`config.mk`:
```
export PLATFORM = sky130hd
export DESIGN_NAME = pcie_clk_seq
export DESIGN_NICKNAME = d
export VERILOG_FILES = /design/src/rtl/pcie_clk_seq_pkg.sv /design/src/rtl/pcie_clk_seq_sync.sv /design/src/rtl/pcie_clk_seq.sv
export SDC_FILE = /design/constraint.sdc
export NUM_CORES = 1
export LEC_CHECK = 0
export BUFFER_PORTS_ARGS = -buffer_cell sky130_fd_sc_hd__clkbuf_2
export CAP_MARGIN = 40
export CELL_PAD_IN_SITES_DETAIL_PLACEMENT = 0
export CELL_PAD_IN_SITES_GLOBAL_PLACEMENT = 1
export CORE_MARGIN = 4
export CORE_UTILIZATION = 40
export DETAILED_ROUTE_END_ITERATION = 12
export GPL_TIMING_DRIVEN = 1
export MAX_ROUTING_LAYER = met4
export PLACE_DENSITY = 0.81
export SETUP_SLACK_MARGIN = 0.02
export SKIP_CTS_REPAIR_TIMING = 1
export SYNTH_ARGS = -nofsm -noshare
export SYNTH_HDL_FRONTEND = slang
export SYNTH_HIERARCHICAL = 1
export SYNTH_SLANG_ARGS = --single-unit
```
`constraint.sdc`:
```
create_clock -name clk_i -period 3 [get_ports clk_i]
set_input_delay 0.75 -clock clk_i [delete_from_list [all_inputs] [get_ports clk_i]]
set_output_delay 0.75 -clock clk_i [all_outputs]
set_load 0.05 [all_outputs]
```
`src/rtl/pcie_clk_seq_pkg.sv`:
```
// Shared types, timing defaults and counter sizing for the PIPE clock sequencer.
package pcie_clk_seq_pkg;

    typedef enum logic [2:0] {
        ST_RST,
        ST_WAIT_LOCK,
        ST_STABLE,
        ST_RUN,
        ST_GATE_OFF,
        ST_SWITCH,
        ST_GATE_ON,
        ST_FAULT
    } seq_state_e;

    localparam int DEF_PCIE_LANE    = 2;
    localparam int DEF_RST_CYCLES   = 16;
    localparam int DEF_LOCK_STABLE  = 64;
    localparam int DEF_LOCK_TIMEOUT = 65535;
    localparam int DEF_RATE_TIMEOUT = 4095;
    localparam int DEF_GATE_CYCLES  = 8;
    localparam int DEF_MAX_RETRY    = 3;

    // A zero-length timing parameter behaves like a single cycle.
    function automatic int at_least_one(input int val);
        return (val < 1) ? 1 : val;
    endfunction

    // Width of a counter that must hold values up to max_val.
    function automatic int cnt_w(input int max_val);
        return $clog2(at_least_one(max_val) + 1);
    endfunction

endpackage

```
`src/rtl/pcie_clk_seq_sync.sv`:
```
// Two-flop synchronizer for single-bit asynchronous level signals.
module pcie_clk_seq_sync (
    input  logic clk_i,
    input  logic rst_i,
    input  logic d_i,
    output logic q_o
);

    (* ASYNC_REG = "TRUE" *) logic [1:0] sync_q;

    // Shift the async level through two flops to settle metastability.
    always_ff @(posedge clk_i or posedge rst_i) begin
        if (rst_i) sync_q <= 2'b00;
        else       sync_q <= {sync_q[0], d_i};
    end

    assign q_o = sync_q[1];

endmodule

```
`src/rtl/pcie_clk_seq.sv`:
```
// PIPE clock sequencer: MMCM reset/lock qualification, pclk gating and
// gate/switch/ungate rate changes against per-lane GT rate-done levels.
module pcie_clk_seq
    import pcie_clk_seq_pkg::*;
#(
    parameter int PCIE_LANE    = DEF_PCIE_LANE,
    parameter int RST_CYCLES   = DEF_RST_CYCLES,
    parameter int LOCK_STABLE  = DEF_LOCK_STABLE,
    parameter int LOCK_TIMEOUT = DEF_LOCK_TIMEOUT,
    parameter int RATE_TIMEOUT = DEF_RATE_TIMEOUT,
    parameter int GATE_CYCLES  = DEF_GATE_CYCLES,
    parameter int MAX_RETRY    = DEF_MAX_RETRY
) (
    input  logic                 clk_i,
    input  logic                 rst_i,
    input  logic                 mmcm_lock_i,
    output logic                 mmcm_rst_n_o,
    output logic                 pipeclk_en_o,
    output logic [PCIE_LANE-1:0] pclk_sel_o,
    input  logic [PCIE_LANE-1:0] rate_req_i,
    input  logic [PCIE_LANE-1:0] rate_done_i,
    output logic                 rate_ack_o,
    output logic                 rate_err_o,
    output logic                 ready_o,
    output logic                 fault_o,
    output logic [7:0]           retry_cnt_o
);

    localparam int RST_N  = at_least_one(RST_CYCLES);
    localparam int STAB_N = at_least_one(LOCK_STABLE);
    localparam int LTO_N  = at_least_one(LOCK_TIMEOUT);
    localparam int RTO_N  = at_least_one(RATE_TIMEOUT);
    localparam int GATE_N = at_least_one(GATE_CYCLES);
    localparam int MAXR_N = at_least_one(MAX_RETRY);

    localparam int RST_W  = cnt_w(RST_CYCLES);
    localparam int STAB_W = cnt_w(LOCK_STABLE);
    localparam int LTO_W  = cnt_w(LOCK_TIMEOUT);
    localparam int RTO_W  = cnt_w(RATE_TIMEOUT);
    localparam int GATE_W = cnt_w(GATE_CYCLES);

    localparam logic [RST_W-1:0]  RST_LAST  = RST_W'(RST_N - 1);
    localparam logic [STAB_W-1:0] STAB_LAST = STAB_W'(STAB_N - 1);
    localparam logic [LTO_W-1:0]  LTO_LAST  = LTO_W'(LTO_N - 1);
    localparam logic [RTO_W-1:0]  RTO_LAST  = RTO_W'(RTO_N - 1);
    localparam logic [GATE_W-1:0] GATE_LAST = GATE_W'(GATE_N - 1);

    seq_state_e        state;
    logic [RST_W-1:0]  rst_cnt;
    logic [STAB_W-1:0] stable_cnt;
    logic [LTO_W-1:0]  lock_tmo_cnt;
    logic [RTO_W-1:0]  rate_tmo_cnt;
    logic [GATE_W-1:0] gate_cnt;
    logic              sel_q;
    logic              old_sel_q;
    logic              req_q;
    logic              lock_s;
    logic              retry_left;
    logic              req_uniform;
    logic              drop;

    pcie_clk_seq_sync u_lock_sync (
        .clk_i (clk_i),
        .rst_i (rst_i),
        .d_i   (mmcm_lock_i),
        .q_o   (lock_s)
    );

    // Lanes always switch together, so one select bit fans out to every lane.
    assign pclk_sel_o  = {PCIE_LANE{sel_q}};
    assign req_uniform = (&rate_req_i) | ~(|rate_req_i);
    assign retry_left  = ({24'd0, retry_cnt_o} < 32'(MAXR_N));

    // A lock attempt is abandoned on lock-wait timeout or on lock loss once the clock is in use.
    always_comb begin
        drop = 1'b0;
        case (state)
            ST_WAIT_LOCK: drop = ~lock_s && (lock_tmo_cnt == LTO_LAST);
            ST_RUN, ST_GATE_OFF, ST_SWITCH, ST_GATE_ON: drop = ~lock_s;
            default: drop = 1'b0;
        endcase
    end

    // Main sequencer: all outputs are registered here.
    always_ff @(posedge clk_i or posedge rst_i) begin
        if (rst_i) begin
            state        <= ST_RST;
            rst_cnt      <= '0;
            stable_cnt   <= '0;
            lock_tmo_cnt <= '0;
            rate_tmo_cnt <= '0;
            gate_cnt     <= '0;
            sel_q        <= 1'b0;
            old_sel_q    <= 1'b0;
            req_q        <= 1'b0;
            mmcm_rst_n_o <= 1'b0;
            pipeclk_en_o <= 1'b0;
            rate_ack_o   <= 1'b0;
            rate_err_o   <= 1'b0;
            ready_o      <= 1'b0;
            fault_o      <= 1'b0;
            retry_cnt_o  <= 8'd0;
        end else begin
            rate_ack_o <= 1'b0;
            if (drop) begin
                // Pending rate change is dropped silently; pclk_sel keeps its value.
                state        <= retry_left ? ST_RST : ST_FAULT;
                fault_o      <= ~retry_left;
                mmcm_rst_n_o <= 1'b0;
                pipeclk_en_o <= 1'b0;
                ready_o      <= 1'b0;
                rst_cnt      <= '0;
            end else begin
                case (state)
                    ST_RST: begin
                        mmcm_rst_n_o <= 1'b0;
                        pipeclk_en_o <= 1'b0;
                        ready_o      <= 1'b0;
                        // First RST cycle of each attempt counts the attempt.
                        if (rst_cnt == '0 && retry_cnt_o != 8'hFF)
                            retry_cnt_o <= retry_cnt_o + 8'd1;
                        if (rst_cnt == RST_LAST) begin
                            rst_cnt      <= '0;
                            lock_tmo_cnt <= '0;
                            mmcm_rst_n_o <= 1'b1;
                            state        <= ST_WAIT_LOCK;
                        end else begin
                            rst_cnt <= rst_cnt + RST_W'(1);
                        end
                    end
                    ST_WAIT_LOCK: begin
                        if (lock_s) begin
                            stable_cnt <= '0;
                            state      <= ST_STABLE;
                        end else begin
                            lock_tmo_cnt <= lock_tmo_cnt + LTO_W'(1);
                        end
                    end
                    ST_STABLE: begin
                        // Glitch sends us back without clearing the attempt timeout.
                        if (!lock_s)
                            state <= ST_WAIT_LOCK;
                        else if (stable_cnt == STAB_LAST)
                            state <= ST_RUN;
                        else
                            stable_cnt <= stable_cnt + STAB_W'(1);
                    end
                    ST_RUN: begin
                        if (req_uniform && (rate_req_i[0] != sel_q)) begin
                            req_q        <= rate_req_i[0];
                            gate_cnt     <= '0;
                            pipeclk_en_o <= 1'b0;
                            ready_o      <= 1'b0;
                            state        <= ST_GATE_OFF;
                        end else begin
                            pipeclk_en_o <= 1'b1;
                            ready_o      <= 1'b1;
                        end
                    end
                    ST_GATE_OFF: begin
                        if (gate_cnt == GATE_LAST) begin
                            old_sel_q    <= sel_q;
                            sel_q        <= req_q;
                            rate_tmo_cnt <= '0;
                            state        <= ST_SWITCH;
                        end else begin
                            gate_cnt <= gate_cnt + GATE_W'(1);
                        end
                    end
                    ST_SWITCH: begin
                        if (&rate_done_i) begin
                            rate_err_o <= 1'b0;
                            gate_cnt   <= '0;
                            state      <= ST_GATE_ON;
                        end else if (rate_tmo_cnt == RTO_LAST) begin
                            sel_q      <= old_sel_q;
                            rate_err_o <= 1'b1;
                            gate_cnt   <= '0;
                            state      <= ST_GATE_ON;
                        end else begin
                            rate_tmo_cnt <= rate_tmo_cnt + RTO_W'(1);
                        end
                    end
                    ST_GATE_ON: begin
                        if (gate_cnt == GATE_LAST) begin
                            rate_ack_o <= 1'b1;
                            state      <= ST_RUN;
                        end else begin
                            gate_cnt <= gate_cnt + GATE_W'(1);
                        end
                    end
                    ST_FAULT: begin
                        mmcm_rst_n_o <= 1'b0;
                        pipeclk_en_o <= 1'b0;
                        ready_o      <= 1'b0;
                        fault_o      <= 1'b1;
                    end
                    default: state <= ST_RST;
                endcase
            end
        end
    end

endmodule

```
# ---- Yosys cells after proc, flatten, opt, wreduce, memory -nomap -nowiden
# Cells that the tools add are included.
dict set report op_classes {
  magnitude_cmp 1
  n_eq_ne 33
  n_mux 49
  bitwise 5
  reduce_logical 31
  shift 0
  add_sub_neg 6
  multipliers 0
  div_mod_pow 0
}
# operator n
set ops {}
lappend ops {{$mux W12} 3}
lappend ops {{$mux W3} 11}
lappend ops {{$mux W16} 2}
lappend ops {{$pmux W16 S2} 1}
lappend ops {{$pmux W12 S2} 1}
lappend ops {{$mux W7} 3}
lappend ops {{$pmux W3 S7} 1}
lappend ops {{$reduce_and A5 Y1} 4}
lappend ops {{$ne A2 B2 Y1 const B} 9}
lappend ops {{$add A16 B1 Y16 const B} 1}
lappend ops {{$eq A16 B16 Y1 const B} 1}
lappend ops {{$mux W4} 4}
lappend ops {{$mux W5} 3}
lappend ops {{$ne A3 B3 Y1 const B} 5}
lappend ops {{$mux W1} 14}
lappend ops {{$pmux W7 S2} 1}
lappend ops {{$add A12 B1 Y12 const B} 1}
lappend ops {{$eq A12 B12 Y1 const B} 1}
lappend ops {{$eq A3 B3 Y1 const B} 4}
lappend ops {{$pmux W4 S3} 1}
lappend ops {{$reduce_and A3 Y1} 4}
lappend ops {{$reduce_bool A2 Y1} 6}
lappend ops {{$reduce_bool A3 Y1} 3}
lappend ops {{$add A8 B1 Y8 const B} 1}
lappend ops {{26 further kinds} 40}
dict set report totals {
  register_bits 65
  inputBits 7
  n_memories 0
  mem_bits_rw 0
  latch_bits 0
  mem_bits_ro 0
}

# ---- Depth between registers and ports, before layout
# Gate-level depths: netlist (run 1).
dict set report logic_depth {
  word_depth 7
  ltp_mapped 9
  ltp_nobuf 7
}

# ---- Modules after synthesis
# Netlist (run 1), hierarchy kept.
# module area_per_inst_um2 n_inst seq_area_each_um2 cells_each
set by_module_without_submodules {}
lappend by_module_without_submodules {pcie_clk_seq 3608.5 1 1576.5 385}
lappend by_module_without_submodules {pcie_clk_seq_sync 53.8 1 50.0 3}

# ---- Least setup slack after synthesis (run 1)
# OpenSTA, ideal clock, no wires.
dict set report synth_path {
  path_type {register -> register}
  start {reg state[2]}
  end {reg state[0]}
  setup_slack_ns 0.847
  setup_ns 0.131
  synth_period_minus_slack_ns 2.153
  arrival_ns 2.022
  stages_incl_launch_ff 7
  cell_sequence {dfrtp_1 > or4b_4 > or3_4 > o21ai_1 > buf_4 > mux2i_1 > o22ai_1}
}
dict set report synth_between {
  elab_chain_len 5
  word_cells_on_any_way 20
}
# item line
set synth_lines {}
lappend synth_lines {{start, declared} pcie_clk_seq.sv:48} ;# seq_state_e state;
lappend synth_lines {{start signal, assigned} pcie_clk_seq.sv:107} ;# state <= retry_left ? ST_RST : ST_FAULT;
lappend synth_lines {{$eq A3 B3 Y1 / $eq A3 B2 Y1 (equally long branches)} {pcie_clk_seq.sv:77, pcie_clk_seq.sv:114}}
lappend synth_lines {{$reduce_or A4 Y1} pcie_clk_seq.sv:77} ;# case (state)
lappend synth_lines {{$pmux W1 S2} pcie_clk_seq.sv:77}
lappend synth_lines {{$reduce_bool A8 Y1 (no source line), or another cell as far along} --}
lappend synth_lines {{$reduce_and A8 Y1 (no source line)} --}
# Parallel ways exist; a longest one is shown, timed or not.
# A chain may end at the register's enable or synchronous reset.

# ---- Worst setup path in the final report (run 1)
dict set report layout_path {
  start {reg state[1]}
  end {reg lock_tmo_cnt[15]}
}
dict set report layout_between {
  elab_chain_len 5
  word_cells_on_any_way 14
}
# item line
set layout_lines {}
lappend layout_lines {{$eq A3 B3 Y1 / $eq A3 B2 Y1 (equally long branches)} pcie_clk_seq.sv:77}
lappend layout_lines {{$reduce_or A4 Y1} pcie_clk_seq.sv:77}
lappend layout_lines {{$pmux W1 S2} pcie_clk_seq.sv:77}
lappend layout_lines {{$not A1 Y1 (no source line)} --}
lappend layout_lines {{$reduce_and A4 Y1 (no source line)} --}
lappend layout_lines {{end signal, assigned} pcie_clk_seq.sv:136} ;# lock_tmo_cnt <= lock_tmo_cnt + LTO_W'(1);
lappend layout_lines {{end, declared} pcie_clk_seq.sv:51} ;# logic [LTO_W-1:0] lock_tmo_cnt;
# Parallel ways exist; a longest one is shown, timed or not.

==> results.md, run 1 <==
- Run status: complete, no violations
- Half-perimeter wire length after detailed placement: 5615 um
- Fraction of synthesized area in multiplexers: 2.631%
- Final Hold Vio Count: 0
- Sequential-to-total area share from yosys stat: 44.41%
- Adder-cell share of the synthesized area: 3.075%
- Xor/xnor share of the synthesized area: 4.305%
- Vias after detailed routing: 2929
- Met1 demand-to-capacity share in global routing: 20.41%
- Maximum clock path buffer count: 2
- Initial DRT Pass Iterations: 4
- DRC marker count from the first detailed-route iteration: 132
- Portion of the clock cycle consumed by the worst path in the final layout: 81.95%
- Share of the synthesized area in compound gates (AO/OA/AOI/OAI): 16.02%
- Worst-case vdd ir drop: 0.4367 mV
- Number of nets with antenna violations after detailed routing: 0
- Fraction of met3 tracks used by global routing: 3.669%
- Initial Utilization: 41.59%
- Clk sink count: 65
- Most area-consuming cells after synthesis: sky130_fd_sc_hd__dfrtp_1, sky130_fd_sc_hd__nand2_1, sky130_fd_sc_hd__ha_1
- Hold/Removal Path Class: in -> async
- Most common library cell in the layout ignoring fill and taps: sky130_fd_sc_hd__dfrtp_1
- Area of the mapped netlist: 3662 um2
- Number of buffers added by the clock tree synthesis step: 9
- Area of the core: 8806 um2
- Antenna violations before repair: 0
- Clock Pin Slew Worst Setup and Hold Paths: 0.07 ns
- Post-synth net total: 404
- Residual overflow from global routing: 0
- Via count of the first global-routing pass: 2837
- H-tree depth: 3
- Synthesized area per cell: 9.439 um2
- Unrepaired setup endpoints after global routing: false
- Die footprint: 10750 um2
- Final Max Tran Viols: 0
- Worst slew margin relative to its limit: 43.51%
- Number of maximum-capacitance violations: 0
- Post-synth top area share: 44.41%
- Highest clock frequency the design can meet: 0.4068 GHz
- Data required time at the worst endpoint: 3.27 ns
- Mean number of vias per cell: 5.600
- Routing usage on met2: 23.22%
- Cells after Synth: 388
- Tightest Pin Transition: 0.8367 ns
- Layout Area Growth over Synthesis: 10.04%
- Highest-utilization routing layer at the global route stage: met2
- Number of inserted diodes: 0
- Height of the die: 103.7 um
- Synth unique cells: 61
- Number of storage elements in the synthesis netlist: 65
- Data arrival time of the worst path: 2.73 ns
- Die Span X: 103.7 um
- Top cell type by total area after synthesis: sky130_fd_sc_hd__dfrtp_1
- Setup crit start kind: register
- Pin count of the biggest net entering global routing: 24
- Later-pin clock latency in the skew report: 0.35 ns
- Wire length of the first global-routing pass: 13460 um
- Main combinational cell family by area after synthesis: simple AND/OR/NAND/NOR gates
- Final setup vio count: 0
- Final critical-path required period: 2.458 ns
- Cell Pwr Density: 737.8 nW/um2
- Simple-gate area share of the yosys netlist: 24.97%
- Sum of negative setup slack: 0 ns
- Most frequent cells in the layout: sky130_fd_sc_hd__dfrtp_1, sky130_fd_sc_hd__nand2_1, sky130_fd_sc_hd__nor2_1, sky130_fd_sc_hd__nand3_1, sky130_fd_sc_hd__clkbuf_2
- CTS tree: yes
- Reported leakage power: 0.001772 uW
- Crit path kind: reg -> reg
- Synth warn: 6
- Total routed wirelength: 7881 um
- Fraction of final layout cells sized beyond drive strength 1: 15.18%
- Average wire per cell in the routed design: 15.07 um
- All-Layer GR Usage: 15.32%
- Number of nets at the end of the flow: 426
- Post-synth EDFFs: 0
- Post-layout utilization of the core: 45.77%
- Post-detailed-route DRC marker count: 0
- Worst-path maximum fanout: 23
- Routability congestion estimate: 0.8105
- Top-Level Pins: 23
- Port bufs: 22
- Setup crit end kind: register
- Async set or reset register ratio after synthesis: 100.0%
- Worst Skew: 0.01287 ns
- Ys flop type: sky130_fd_sc_hd__dfrtp_1
- Site row count: 34
- CTS root buffer: sky130_fd_sc_hd__clkbuf_8
## through the flow
step	total power [uW]	area, um2	hold slack [ns]	setup WS, ns	cells
after floorplan	2081	3662	0.3312	0.6803	388
after global placement	2323	3867	0.3384	0.6449	507
final	2973	4030	0.2483	0.5415	523
after CTS	2993	4030	0.2364	0.5760	523
after global routing	3181	4030	0.2353	0.4331	523
after detailed placement	2347	3867	0.3557	0.5882	507
## cell families (layout without fill, tap and decap cells)
logic type,after synthesis,after routing
AO/OA/AOI/OAI,86,86
AND/OR/NAND/NOR,166,166
flip-flops,65,65
adder cells (fa/ha/maj),9,9
XOR/XNOR,18,18
multiplexers,9,9
buffers and inverters,35,62
## routing by layer
| layer | vias to the layer above | part of all wire (%) |
|---|---|---|
| li1 | 1477 | - |
| met1 | 1401 | 50 |
| met2 | 41 | 46 |
| met3 | 10 | 3.0 |
| met4 | 0 | 1.3 |
| met5 | - | 0 |
## synthesized netlist by cell type (all sizes together), types with 4 or more instances
cell,n
and4,4
nand4,15
a211oi,4
mux2i,4
o31ai,14
buf,10
nand2b,6
or3,6
nor2,27
o21ai,15
inv,14
nand2,36
or4,10
xor2,6
clkbuf,11
a31oi,5
xnor2,12
dfrtp,65
a21oi,21
nand3,22
nor4,8
mux2,5
nor3,8
ha,9
and3,4
## worst max-delay path, stage by stage (launching register included)
cell                       delay (ns)
sky130_fd_sc_hd__dfrtp_1         0.47
sky130_fd_sc_hd__buf_4           0.22
sky130_fd_sc_hd__and3b_1         0.22
sky130_fd_sc_hd__o21bai_1        0.35
sky130_fd_sc_hd__o211ai_4        0.29
sky130_fd_sc_hd__or4b_2          0.68
sky130_fd_sc_hd__a21oi_1         0.16
## sequential cells by signal (all words and copies together) (netlist names), 2 cells and up
signal / count
retry_cnt_o: 8
lock_tmo_cnt: 16
u_lock_sync/sync_q: 2
rst_cnt: 5
stable_cnt: 7
rate_tmo_cnt: 12
gate_cnt: 4
state: 3
## report_power, final
part	internal, uW	switching, uW
combinational	392	720
sequential	1030	191
clock	294	347
## final cells by class
type | count | area [um2]
tap | 108 | 135.1
inverter | 14 | 52.55
fill | 843 | 4776
multi-input combinational | 288 | 1868
timing repair buffer | 32 | 185.2
clock buffer | 10 | 127.6
sequential | 65 | 1627
clock inverter | 6 | 35.03
## path summary, 6_finish.rpt
| kind | startpoint | to | slack, ns | cells past startpoint |
|---|---|---|---|---|
| worst min register to register | u_lock_sync/sync_q[0] | u_lock_sync/sync_q[1] | 0.37 | 0 |
| max in group asynchronous | rst_i | retry_cnt_o[2] | 1.95 | 3 |
| worst max-delay path | state[1] | lock_tmo_cnt[15] | 0.54 | 6 |
| min in group clk_i | u_lock_sync/sync_q[0] | u_lock_sync/sync_q[1] | 0.37 | 0 |
| worst max register to register | state[1] | lock_tmo_cnt[15] | 0.54 | 6 |
| worst min-delay path | rst_i | u_lock_sync/sync_q[1] | 0.25 | 2 |
Power figures use the tool's default switching activity.
==> inputs of run 2 (changes only) <==
--- a/config.mk
+++ b/config.mk
@@ -14,7 +14,7 @@
 export DETAILED_ROUTE_END_ITERATION = 12
 export GPL_TIMING_DRIVEN = 1
 export MAX_ROUTING_LAYER = met4
-export PLACE_DENSITY = 0.81
+export PLACE_DENSITY = 0.84
 export SETUP_SLACK_MARGIN = 0.02
 export SKIP_CTS_REPAIR_TIMING = 1
 export SYNTH_ARGS = -nofsm -noshare
==> constraint.sdc (replaced) <==
create_clock -name clk_i -period 2.2 [get_ports clk_i]
set_input_delay 0.55 -clock clk_i [delete_from_list [all_inputs] [get_ports clk_i]]
set_output_delay 0.55 -clock clk_i [all_outputs]
set_load 0.05 [all_outputs]
==> run 2 against run 1 <==
Via count rose by 6.9%. Final cell count rose by 5.7%. Maximum frequency rose by 15%. Count of clock-buffer cells in the layout did not move. Sequential cell count did not move. Die area did not move. Critical path depth rose by 1. Routed wire length rose by 6.2%. Non-clock buffer count rose by 30. Combinational power rose by 59%. Clock skew rose by 0.0067 ns. Global-route usage rose by 1.3 points. Largest cell class unchanged.
==> results.md, run 2 (synthesis gave the netlist of run 1 again) <==
- Top-Level Pins: 23 (unchanged)
- Sum of met3 wire segment lengths after detailed routing: 284 um (was 239 um)
- Highest clock frequency the design can meet: 0.4662 GHz (was 0.4068 GHz)
- Top Registers: lock_tmo_cnt: 16 flops, rate_tmo_cnt: 12 flops, retry_cnt_o: 8 flops (unchanged)
- Crit path kind: reg -> reg (unchanged)
- Dominant cell type by count on the critical path: sky130_fd_sc_hd__buf_4
- Hold/Removal Path Class: in -> async (unchanged)
- Number of inserted diodes: 0 (unchanged)
- DRC marker count from the first detailed-route iteration: 108 (was 132)
- Most flops, register: lock_tmo_cnt (unchanged)
- Tightest Pin Transition: 0.6175 ns (was 0.8367 ns)
- Most common library cell in the layout ignoring fill and taps: sky130_fd_sc_hd__dfrtp_1 (unchanged)
- Number of buffers added by the clock tree synthesis step: 9 (unchanged)
- Setup crit start kind: register (unchanged)
- Worst slew margin relative to its limit: 58.51% (was 43.51%)
- Reported leakage power: 0.001932 uW (was 0.001772 uW)
- Final Max Tran Viols: 0 (unchanged)
- Max reg flops: 16 (unchanged)
- Initial Utilization: 41.59% (unchanged)
- Vias after detailed routing: 3130 (was 2929)
- Final critical-path required period: 2.145 ns (was 2.458 ns)
- Port bufs: 22 (unchanged)
- Worst Skew: 0.01961 ns (was 0.01287 ns)
- Worst-case vdd ir drop: 0.9577 mV (was 0.4367 mV)
- All-Layer GR Usage: 16.61% (was 15.32%)
- Setup crit end kind: register (unchanged)
- Largest stage delay on the critical path: 0.63 ns (was 0.68 ns)
- Mean number of vias per cell: 5.660 (was 5.600)
- Launching element of the worst setup path: state[1] (unchanged)
- Number of nets at the end of the flow: 456 (was 426)
- H-tree depth: 3 (unchanged)
- Routability congestion estimate: 0.8213 (was 0.8105)
- CTS tree: yes (unchanged)
- Number of maximum-capacitance violations: 0 (unchanged)
- Reg-to-Reg End: lock_tmo_cnt[15] (unchanged)
- Via count of the first global-routing pass: 3122 (was 2837)
- Post-detailed-route DRC marker count: 0 (unchanged)
- Sum of routed wire segments on met1: 4118 um (was 3941 um)
- CTS root buffer: sky130_fd_sc_hd__clkbuf_8 (unchanged)
- Worst Slack Setup Final: 0.05520 ns (was 0.5415 ns)
- Cells traversed along the worst timing path: buf_4 > and3b_2 > o21bai_1 > buf_4 > o211ai_4 > or4b_2 > a21oi_1 (was buf_4 > and3b_1 > o21bai_1 > o211ai_4 > or4b_2 > a21oi_1)
- Total routed wirelength: 8368 um (was 7881 um)
- Fraction of final layout cells sized beyond drive strength 1: 24.27% (was 15.18%)
- Number of filler cells placed in the layout: 818 (was 843)
- Layout Area Growth over Synthesis: 18.82% (was 10.04%)
- Depth of the worst register-to-register path: 7 (was 6)
- Worst-path maximum fanout: 18 (was 23)
- Die footprint: 10750 um2 (unchanged)
- Die Span X: 103.7 um (unchanged)
- Start of the worst register-to-register path: state[1] (unchanged)
- Run status: complete, no violations (unchanged)
- Wire length of the first global-routing pass: 14630 um (was 13460 um)
- Residual overflow from global routing: 0 (unchanged)
- Cell Pwr Density: 1003 nW/um2 (was 737.8 nW/um2)
- Critical path's slowest cell: sky130_fd_sc_hd__or4b_2 (unchanged)
- Pin count of the biggest net entering global routing: 40 (was 24)
- Clock Pin Slew Worst Setup and Hold Paths: 0.09 ns (was 0.07 ns)
- Data required time at the worst endpoint: 2.48 ns (was 3.27 ns)
- Maximum clock path buffer count: 2 (unchanged)
- Initial DRT Pass Iterations: 4 (unchanged)
- Area of the core: 8806 um2 (unchanged)
- Number of nets with antenna violations after detailed routing: 0 (unchanged)
- Portion of the clock cycle consumed by the worst path in the final layout: 97.49% (was 81.95%)
- Later-pin clock latency in the skew report: 0.35 ns (about the same)
- Routed wl met2: 3889 um (was 3595 um)
- Register-to-register setup slack: 0.06 ns (was 0.54 ns)
- Average wire per cell in the routed design: 15.13 um (was 15.07 um)
- Height of the die: 103.7 um (unchanged)
- Final setup vio count: 0 (unchanged)
- Capture point of the worst path: lock_tmo_cnt[15] (unchanged)
- Antenna violations before repair: 0 (unchanged)
- Overall power of the completed layout: 4364 uW (was 2973 uW)
- Site row count: 34 (unchanged)
- Final Hold Vio Count: 0 (unchanged)
- Data arrival time of the worst path: 2.42 ns (was 2.73 ns)
- Sum of negative setup slack: 0 ns (unchanged)
- Unrepaired setup endpoints after global routing: true (was false)
- Half-perimeter wire length after detailed placement: 5951 um (was 5615 um)
- Most frequent cells in the layout: sky130_fd_sc_hd__dfrtp_1, sky130_fd_sc_hd__nand2_1, sky130_fd_sc_hd__buf_4, sky130_fd_sc_hd__nor2_1, sky130_fd_sc_hd__clkbuf_2 (was sky130_fd_sc_hd__dfrtp_1, sky130_fd_sc_hd__nand2_1, sky130_fd_sc_hd__nor2_1, sky130_fd_sc_hd__nand3_1, sky130_fd_sc_hd__clkbuf_2)
- Top routing layer in use: met4 (unchanged)
- Pre-CTS worst setup slack: -0.02231 ns (was 0.5882 ns)
- Clk sink count: 65 (unchanged)
run 2: cell count changes in the layout (fill, tap and decap cells not counted), moves of 4 or more:
cell / previous run / this run
sky130_fd_sc_hd__a21oi_1: 21 / 17
sky130_fd_sc_hd__a21oi_2: 0 / 4
sky130_fd_sc_hd__buf_4: 10 / 35
sky130_fd_sc_hd__buf_6: 0 / 5
run 2: worst min path at each step:
stage / cells after the start / from / end
finish: 2 / rst_i / u_lock_sync/sync_q[0]
global route: 2 / rst_i / u_lock_sync/sync_q[0]
CTS: 2 / rst_i / u_lock_sync/sync_q[0]
detailed placement: 0 / u_lock_sync/sync_q[0] / u_lock_sync/sync_q[1]
global placement: 0 / u_lock_sync/sync_q[0] / u_lock_sync/sync_q[1]
floorplan: 1 / rst_i / u_lock_sync/sync_q[0]
run 2: per-layer routing:
metal	vias up	track usage [%]
met3	7	3.420
met1	1527	21.60
met4	0	4.558
li1	1541	-
met2	55	26.54
met5	-	-
run 2: report_power, final:
group | switching, uW | internal, uW
sequential | 250 | 1410
combinational | 1050 | 719
clock | 493 | 441
total | 1800 | 2570
run 2: final cells by class:
cell class,instances,area (um2),share of cell area (%)
multi-input cells,288,1927,44.28
flip-flops and latches,65,1628,37.41
repair buffers,62,429.2,9.862
clock buffers,10,137.6,3.163
well taps,108,135.1,3.105
inverters,14,52.55,1.208
clock inverters,6,42.54,0.9776
run 2: critical path: cells and delay by family, from the launching register on:
family | cells | cell delay [ns]
buffers and inverters | 2 | 0.38
AND/OR/NAND/NOR | 2 | 0.88
AO/OA/AOI/OAI | 3 | 0.42
flip-flops | 1 | 0.40
run 2: through the flow:
step | utilization, % | hold WS, ns | instance area, um2 | instances
3_3_place_gp | 46.31 | 0.3338 | 4078 | 535
4_1_cts | 48.35 | 0.04172 | 4258 | 551
2_1_floorplan | - | 0.2912 | 3662 | 388
3_5_place_dp | 46.31 | 0.3347 | 4078 | 535
5_1_grt | 49.42 | 0.05024 | 4352 | 553
6_report | 49.42 | 0.04896 | 4352 | 553
